## src/rtl/sw_pkg.sv

```systemverilog
// sw_pkg: shared definitions for the Smith-Waterman input stage.
//   - UART register byte offsets on the Avalon-MM slave (RX, TX, STATUS)
//   - STATUS bit positions for RX_OK / TX_OK
//   - packed sequence width and default frame geometry
//   - loader FSM state encoding
package sw_pkg;

    localparam logic [4:0] RX_BASE     = 5'd0;
    localparam logic [4:0] TX_BASE     = 5'd4;
    localparam logic [4:0] STATUS_BASE = 5'd8;

    localparam int RX_OK_BIT = 7;
    localparam int TX_OK_BIT = 6;

    localparam int SEQ_BITS       = 256;
    localparam int REF_BYTES_DEF  = 32;
    localparam int READ_BYTES_DEF = 32;

    // S_POLL_TX / S_WRITE_TX are only reachable when echo is compiled in.
    typedef enum logic [2:0] {
        S_POLL_RX  = 3'd0,
        S_READ_RX  = 3'd1,
        S_POLL_TX  = 3'd2,
        S_WRITE_TX = 3'd3,
        S_PRESENT  = 3'd4
    } loader_state_t;

endpackage

```

## src/rtl/avm_uart_if.sv

```systemverilog
// avm_uart_if: Avalon-MM master request holder for the UART slave.
//   A request is loaded with start_read/start_write and then held constant
//   (address, read/write, writedata) until a cycle with the request high and
//   avm_waitrequest low. That cycle raises done and rdata carries the low
//   byte of avm_readdata. A new start in the done cycle chains the next
//   request with no idle cycle; without one the request drops.
//   Out of reset a STATUS read is already pending.
// Ports:
//   clk, rst_n              clock, async active-low reset
//   start_read, start_write launch a request (read wins if both)
//   addr, wdata             address / byte for the launched request
//   done, rdata             completion pulse and read byte
//   avm_*                   Avalon-MM master signals
module avm_uart_if
    import sw_pkg::*;
(
    input  logic        clk,
    input  logic        rst_n,
    input  logic        start_read,
    input  logic        start_write,
    input  logic [4:0]  addr,
    input  logic [7:0]  wdata,
    output logic        done,
    output logic [7:0]  rdata,
    output logic [4:0]  avm_address,
    output logic        avm_read,
    input  logic [31:0] avm_readdata,
    output logic        avm_write,
    output logic [31:0] avm_writedata,
    input  logic        avm_waitrequest
);

    // Only the low byte of readdata carries RX data and STATUS flags.
    logic unused_readdata;
    assign unused_readdata = ^avm_readdata[31:8];

    assign done  = (avm_read || avm_write) && !avm_waitrequest;
    assign rdata = avm_readdata[7:0];

    always_ff @(posedge clk or negedge rst_n) begin
        if (!rst_n) begin
            avm_read      <= 1'b1;
            avm_write     <= 1'b0;
            avm_address   <= STATUS_BASE;
            avm_writedata <= '0;
        end else if (start_read) begin
            avm_read      <= 1'b1;
            avm_write     <= 1'b0;
            avm_address   <= addr;
            avm_writedata <= '0;
        end else if (start_write) begin
            avm_read      <= 1'b0;
            avm_write     <= 1'b1;
            avm_address   <= addr;
            avm_writedata <= {24'h0, wdata};
        end else if (done) begin
            avm_read  <= 1'b0;
            avm_write <= 1'b0;
        end
    end

endmodule

```

## src/rtl/sw_seq_loader.sv

```systemverilog
// sw_seq_loader: polls the UART, pulls REF_BYTES+READ_BYTES bytes from RX
// and packs them MSB-first into o_sequence_ref / o_sequence_read, then
// offers the frame to the SW core.
// Handshake: o_valid stays high with the frame stable until a cycle with
// o_valid && i_ready; that cycle is the transfer and the next frame starts
// loading right after it (the consumer must latch the sequences then).
// Optional feature macro: SEQ_LOADER_ECHO_EN -- echo every RX byte to TX
// (after a STATUS poll showing TX_OK) before polling RX again. Without it
// avm_write is constantly 0.
// Ports:
//   avm_clk, avm_rst_n   clock, async active-low reset
//   avm_*                Avalon-MM master to the UART
//   o_valid, i_ready     frame handshake
//   o_sequence_ref/read  packed sequences, first byte in [255:248]
//   o_busy               high from first byte accepted until handshake
//   dbg_state, dbg_cnt   FSM state and byte counter for observation
module sw_seq_loader
    import sw_pkg::*;
#(
    parameter int REF_BYTES  = REF_BYTES_DEF,
    parameter int READ_BYTES = READ_BYTES_DEF
) (
    input  logic                avm_clk,
    input  logic                avm_rst_n,
    output logic [4:0]          avm_address,
    output logic                avm_read,
    input  logic [31:0]         avm_readdata,
    output logic                avm_write,
    output logic [31:0]         avm_writedata,
    input  logic                avm_waitrequest,
    output logic                o_valid,
    input  logic                i_ready,
    output logic [SEQ_BITS-1:0] o_sequence_ref,
    output logic [SEQ_BITS-1:0] o_sequence_read,
    output logic                o_busy,
    output loader_state_t       dbg_state,
    output logic [6:0]          dbg_cnt
);

    localparam logic [6:0] TOTAL = 7'(REF_BYTES + READ_BYTES);

    loader_state_t state, state_n;
    logic [6:0]    cnt;
    logic          start_read, start_write, done;
    logic [4:0]    req_addr;
    logic [7:0]    rx_byte, tx_byte;
    logic          capture, clear;
    logic          last_rx;

    avm_uart_if u_avm (
        .clk             (avm_clk),
        .rst_n           (avm_rst_n),
        .start_read      (start_read),
        .start_write     (start_write),
        .addr            (req_addr),
        .wdata           (tx_byte),
        .done            (done),
        .rdata           (rx_byte),
        .avm_address     (avm_address),
        .avm_read        (avm_read),
        .avm_readdata    (avm_readdata),
        .avm_write       (avm_write),
        .avm_writedata   (avm_writedata),
        .avm_waitrequest (avm_waitrequest)
    );

    assign last_rx   = (cnt == TOTAL - 7'd1);
    assign o_valid   = (state == S_PRESENT);
    assign o_busy    = (cnt != 7'd0);
    assign dbg_state = state;
    assign dbg_cnt   = cnt;

`ifdef SEQ_LOADER_ECHO_EN
    logic [7:0] held_byte;

    always_ff @(posedge avm_clk or negedge avm_rst_n) begin
        if (!avm_rst_n) begin
            held_byte <= 8'h00;
        end else if (capture) begin
            held_byte <= rx_byte;
        end
    end

    assign tx_byte = held_byte;
`else
    assign tx_byte = 8'h00;
`endif

    always_ff @(posedge avm_clk or negedge avm_rst_n) begin
        if (!avm_rst_n) begin
            state <= S_POLL_RX;
        end else begin
            state <= state_n;
        end
    end

    // Every completion either chains the next request in the same cycle or
    // drops the request; that is what gives 2 (4 with echo) cycles per byte.
    always_comb begin
        state_n     = state;
        start_read  = 1'b0;
        start_write = 1'b0;
        req_addr    = STATUS_BASE;
        capture     = 1'b0;
        clear       = 1'b0;
        case (state)
            S_POLL_RX: begin
                if (done) begin
                    start_read = 1'b1;
                    if (rx_byte[RX_OK_BIT]) begin
                        req_addr = RX_BASE;
                        state_n  = S_READ_RX;
                    end
                end
            end
            S_READ_RX: begin
                if (done) begin
                    capture = 1'b1;
`ifdef SEQ_LOADER_ECHO_EN
                    start_read = 1'b1;
                    state_n    = S_POLL_TX;
`else
                    if (last_rx) begin
                        state_n = S_PRESENT;
                    end else begin
                        start_read = 1'b1;
                        state_n    = S_POLL_RX;
                    end
`endif
                end
            end
`ifdef SEQ_LOADER_ECHO_EN
            S_POLL_TX: begin
                if (done) begin
                    if (rx_byte[TX_OK_BIT]) begin
                        start_write = 1'b1;
                        req_addr    = TX_BASE;
                        state_n     = S_WRITE_TX;
                    end else begin
                        start_read = 1'b1;
                    end
                end
            end
            S_WRITE_TX: begin
                if (done) begin
                    // cnt was already advanced when the byte was read.
                    if (cnt == TOTAL) begin
                        state_n = S_PRESENT;
                    end else begin
                        start_read = 1'b1;
                        state_n    = S_POLL_RX;
                    end
                end
            end
`endif
            S_PRESENT: begin
                if (i_ready) begin
                    clear      = 1'b1;
                    start_read = 1'b1;
                    state_n    = S_POLL_RX;
                end
            end
            default: begin
                state_n = S_POLL_RX;
            end
        endcase
    end

    // Byte i of the frame lands MSB-first; constant selects per byte slot.
    always_ff @(posedge avm_clk or negedge avm_rst_n) begin
        if (!avm_rst_n) begin
            cnt             <= 7'd0;
            o_sequence_ref  <= '0;
            o_sequence_read <= '0;
        end else if (clear) begin
            cnt <= 7'd0;
        end else if (capture) begin
            cnt <= cnt + 7'd1;
            for (int i = 0; i < REF_BYTES; i++) begin
                if (cnt == 7'(i)) begin
                    o_sequence_ref[SEQ_BITS-1-8*i -: 8] <= rx_byte;
                end
            end
            for (int i = 0; i < READ_BYTES; i++) begin
                if (cnt == 7'(REF_BYTES + i)) begin
                    o_sequence_read[SEQ_BITS-1-8*i -: 8] <= rx_byte;
                end
            end
        end
    end

endmodule
```

## config.mk

```make
export PLATFORM = sky130hd
export DESIGN_NAME = sw_seq_loader
export DESIGN_NICKNAME = d
export VERILOG_FILES = /design/src/rtl/sw_pkg.sv /design/src/rtl/avm_uart_if.sv /design/src/rtl/sw_seq_loader.sv
export SDC_FILE = /design/constraint.sdc
export NUM_CORES = 1
export LEC_CHECK = 0
export ABC_CLOCK_PERIOD_IN_PS = 4400
export BUFFER_PORTS_ARGS = -buffer_cell sky130_fd_sc_hd__buf_2
export CAP_MARGIN = 5
export CORE_AREA = 2 2 234 236
export DETAILED_ROUTE_END_ITERATION = 8
export DIE_AREA = 0 0 236 238
export PLACE_DENSITY_LB_ADDON = 0.2
export SETUP_SLACK_MARGIN = 0.5
export SYNTH_ARGS = -nofsm -noshare
export SYNTH_HDL_FRONTEND = slang
export SYNTH_SLANG_ARGS = --single-unit
```

## constraint.sdc

```tcl
create_clock -name avm_clk -period 4.4 [get_ports avm_clk]
set_input_delay 0.66 -clock avm_clk [delete_from_list [all_inputs] [get_ports avm_clk]]
set_output_delay 0.66 -clock avm_clk [all_outputs]
set_load 0.02 [all_outputs]
```

### Yosys cells after proc, flatten, opt, wreduce, memory -nomap -nowiden

Index checks and enable logic that the tools add are counted.

| word-level totals | value |
|---|---|
| bits in registers | 529 |
| bits of input ports | 36 |
| output and inout port bits | 563 |
| logic and storage cells | 234 |

| operators by class | value |
|---|---|
| $add $sub $neg | 1 |
| equal/unequal tests | 69 |
| mux-type cells | 21 |
| bitwise gates (word level) | 1 |
| reductions and logical operators | 73 |

Operators by type and width:

| operator | count |
|---|---|
| $eq 7x6->1 const B | 32 |
| $reduce_and 3->1 | 64 |
| $eq 7x5->1 const B | 16 |
| $eq 7x4->1 const B | 8 |
| $eq 7x3->1 const B | 4 |
| $mux 3 | 5 |
| $eq 7x2->1 const B | 2 |
| $mux 7 | 2 |
| $mux 4 | 3 |
| $mux 1 | 9 |
| $pmux 3 s3 | 1 |
| $add 7x1->7 const B | 1 |
| $eq 7x1->1 const B | 1 |
| $logic_not 7->1 | 1 |
| $reduce_bool 7->1 | 1 |
| $ne 2x2->1 const B | 3 |
| $reduce_and 4->1 | 1 |
| $reduce_bool 2->1 | 2 |
| $eq 3x1->1 const B | 1 |
| $eq 3x3->1 const B | 1 |
| $logic_not 3->1 | 1 |
| $pmux 1 s3 | 1 |
| $ne 2x1->1 const B | 1 |
| $logic_and 1x1->1 | 1 |
| 3 further kinds | 3 |

### Longest topological paths before layout

| depth | value |
|---|---|
| word-level depth | 6 |
| gate-level depth with buffers | 8 |
| gate-level depth less buffers | 5 |

### By module

Synthesis repeated with hierarchy kept, for this count alone.

| second synthesis, totals | value |
|---|---|
| cell total of the unflattened synthesis | 1334 |
| area, all modules | 21307.9 um^2 |

Modules (own cells, without submodules):

| module | instances | cells each | area each (um^2) | seq. area each (um^2) |
|---|---|---|---|---|
| sw_seq_loader | 1 | 1256 | 20464.6 | 13037.5 |
| avm_uart_if | 1 | 78 | 843.3 | 377.9 |

### Worst setup path after synthesis

OpenSTA, ideal clock, no wires.

| timing | value |
|---|---|
| kind | flip-flop to output port |
| from | register cnt[5], in the netlist dbg_cnt[5] |
| to | output port o_busy |
| arrival time | 1.562 ns |
| required time | 3.740 ns |
| path slack | 2.178 ns |
| stages on the path, launching flop included | 5 |
| buffers on the path | 2 |
| path through | dfrtp_1 > buf_2 > nor3_4 > buf_6 > nand3_1 |

| between the ends | value |
|---|---|
| cells in the longest elaborated chain, start to end | 1 |

Ends and longest elaborated chain:

| item | RTL line | source |
|---|---|---|
| start, declared | sw_seq_loader.sv:43 | `logic [6:0] cnt;` |
| start signal, assigned | sw_seq_loader.sv:178 | `cnt <= cnt + 7'd1;` |
| $reduce_bool 7->1 | sw_seq_loader.sv:69 | `assign o_busy = (cnt != 7'd0);` |
| end, declared | sw_seq_loader.sv:35 | `output logic o_busy,` |

Every way passes these cells.

### Worst setup path in the final report

Ends and elaborated chain as after synthesis.

==> flow_summary_export.csv <==
group,metric,value,unit
power_and_ir_drop,pwr-share-seq,44.9,%
sta,fmax,330,MHz
clock_tree,cts_inserted_buffers,55,
routing,wl_per_cell,24.7,um
job,max-cap-violations,0,
yosys,synth_edf_count,0,
setup_path,path_class,"reg -> out",
die,num_rows,85,
routing,ant_nets,0,
power_and_ir_drop,p_leak,14.8,nW
sta,clock_skew,0.0225,ns
setup_path,crit_arrival,2.37,ns
finish,drive_gt1_share,63.8,%
setup_path,worst-path-max-fanout,12,
die,ios,599,
sta,rsz0062_at_grt,"no",
yosys,ys_seq_elements,523,
power_and_ir_drop,p_int,8.57,mW
yosys,yosys.cell_types.count,45,
grt,grt_usage,22.2,%
placement,routabilityCongestion,0.782,
finish,area_delta_synth_final,23.9,%
grt,antenna_found_initial,4,
sta,setup_violations,0,
setup_path,crit_chain,"nor3_4, nand3_1, buf_2",
setup_path,path_delay_family,"simple AND/OR/NAND/NOR gates",
routing,totalWireLength,63500,um
min_path,holdCritPathClass,"in -> async",
grt,grtUsageMet1,27.8,%
grt,overflow,0,
setup_path,cp_slowest_cell,"nor3_4",
power_and_ir_drop,ir_worst_vdd,315,uV
setup_path,startpoint_type,"flop",
grt,grt_pass1_wl,92500,um
clock_tree,ctsHoldBuffers,0,
placement,dp_cells,2468,
sta,hold_violations,0,
power_and_ir_drop,switchingPower,3.62,mW
clock_tree,ctsResizeCount,0,
grt,grt_max_degree,116,
sta,final_max_slew_viol_count,0,
finish,nets,1869,
die,fp.dieArea,0.0562,sq mm
die,core,0.0535,sq mm
finish,fillers,4710,
setup_path,crit_buf_inv,1,
finish,stdcell_count,2572,
yosys,synthFlopType,"dfrtp_1",
power_and_ir_drop,power-per-cell-area,470,mW/mm^2
power_and_ir_drop,p_sw_share,29.7,%
yosys,async_flop_share,100,%
power_and_ir_drop,power_frac_clock,37.6,%
grt,grt.busiest_layer,"met2",
setup_path,end_kind,"primary output",
clock_tree,clockBufferDepth,3,
clock_tree,clk_root_buffer_cell,"clkbuf_16",
yosys,synth_top_area_share,62.3,%
routing,vias,13008,
routing,drc,0,
placement,place.port_buffers,536,
clock_tree,post-cts-setup-buffers,0,
clock_tree,htreeDepth,2,
clock_tree,cts.sinks,523,
power_and_ir_drop,comb_power_share,17.6,%
grt,grt_use_met2,37.3,%
clock_tree,path_clk_slew,0.06,ns
routing,drtIter0Drc,596,
yosys,synthTopCellsByArea,"dfrtp_1 62%, mux2_2 26%, nand3_4 1.6%",
clock_tree,clock_latency,0.61,ns
sta,period_needed,3.03,ns
die,die_width,236,um
setup_path,cp_slowest_stage_delay,0.88,ns
sta,worst-slew-pin-transition,1.12,ns
die,fp.dieH,238,um
yosys,syn_area,0.0209,sq mm
grt,grt_util_met3,6.61,%
clock_tree,cts_tree,"built",
finish,multi_input_area,0.00719,sq mm
sta,tns,0,ns
routing,dr.pass1.iters,4,
routing,vias_per_cell,5.06,
die,start_util,39.1,%
grt,grt_pass1_vias,13415,
outcome,outcome,"finished clean",
yosys,ys_seq_area_share,62.6,%
finish,regArea,0.0131,sq mm
sta,slew_headroom,25.4,%
sta,fin_crit_sh,68.8,%
yosys,yosys.area.top_type,"dfrtp_1",
setup_path,critPathRequiredTime,3.74,ns
yosys,syn-instance-count,1316,
placement,dp_hpwl,43900,um
yosys,yosys_warnings,0,
yosys,synth.avg_cell_area,15.9,sq um
==> routing by layer <==
metal	wire (um)	vias to the layer above
li1	-	5612
met1	26200	6877
met2	31200	421
met3	4290	96
met4	1750	2
met5	10	-
==> sequential cells by signal (all words and copies together), names as in the netlist <==
signal / cells
dbg_cnt: 7
dbg_state: 2
o_sequence_read: 256
o_sequence_ref: 256
u_avm.avm_address: 1
u_avm.avm_read: 1
==> power by group through the flow <==
stage               Sequential, mW  Clock [mW]  Combinational (mW)
finish                        5.47        4.57                2.14
detailed placement            5.55           0                2.17
global route                  5.52        4.90                2.27
CTS                           5.47        4.70                2.17
floorplan                     6.02           0               0.787
global placement              5.53           0                2.15
==> placed cells by master, fill, tap and decap left out, types with 2 or more instances in the layout <==
cell	instances
buf_2	535
dfrtp_1	521
mux2_2	488
clkbuf_16	56
conb_1	38
mux2_1	24
buf_4	21
nand3_4	19
nand3_2	17
clkbuf_1	17
clkbuf_8	16
nand4_2	15
and3_1	15
and3b_1	10
nand2_1	8
clkinv_2	8
a21oi_1	6
inv_1	5
buf_12	5
nand3_1	4
ha_1	4
nor2_1	3
nor3b_2	3
o21ai_0	3
nand3b_1	2
nand4_1	2
o311ai_0	2
or3_1	2
nor2b_1	2
mux2i_1	2
clkinvlp_4	2
inv_6	2
dfstp_2	2
==> per-stage QoR <==
step	total power, mW	worst slack (ns)	hold WS [ns]	utilization, %	cell area (sq um)
after global placement	7.68	1.47	0.471	45.1	24100
after global routing	12.7	1.23	0.214	48.5	25900
after CTS	12.3	1.32	0.185	48.5	25900
after floorplan	6.80	2.18	0.364	-	21100
after detailed placement	7.72	1.44	0.479	45.1	24100
final	12.2	1.37	0.148	48.5	25900
==> worst register-to-register path, stage by stage, from the launching register on <==
cell and delay [ns]:
dfstp_2 0.59, and4bb_4 0.88, nand4_2 0.67, mux2_2 0.47
==> synthesized netlist by cell type (3+ instances only) <==
cell and number:
buf_2 23, mux2_2 488, inv_1 5, buf_6 5
dfrtp_1 521, and3_1 15, mux2_1 24, a21oi_1 6
nand3_1 4, nand3_2 17, and3b_1 10, ha_1 4
clkbuf_1 55, nand2_1 8, nand4_2 15, buf_1 17
nor2_1 3, nand3_4 19, o21ai_0 3, buf_4 41
==> cell families (layout without fill, tap and decap cells) <==
group	count (synthesis)	after routing	share of synthesized area [%]
AO/OA/AOI/OAI	15	15	0.449
AND/OR/NAND/NOR	111	111	5.26
adder cells (fa/ha/maj)	4	4	0.239
multiplexers	514	514	27.7
flip-flops	523	523	62.6
buffers and inverters	148	670	3.79
other	1	39	0.0179
==> area by class of cell <==
type                    count  share of cell area [%]
flip-flops and latches    523                    50.5
multi-input cells         682                    27.7
repair buffers            562                    11.4
clock buffers              89                    6.50
well taps                 696                    3.36
clock inverters            14                   0.459
inverters                   5                  0.0724
diodes                      1                 0.00965
==> path summary, 6_finish.rpt <==
kind                                          start                    to  slack [ns]  cells after the start
min in group avm_clk                        i_ready          dbg_state[2]        0.34                      3
max in group asynchronous                 avm_rst_n    o_sequence_ref[48]        3.12                      2
worst min-delay path                      avm_rst_n  o_sequence_read[138]        0.15                      1
worst max-delay path                     dbg_cnt[5]                o_busy        1.37                      3
worst max register to register       u_avm.avm_read  o_sequence_read[107]        1.65                      3
worst min register to register  o_sequence_ref[153]   o_sequence_ref[153]        0.49                      1
(Power assumes the default switching activity.)
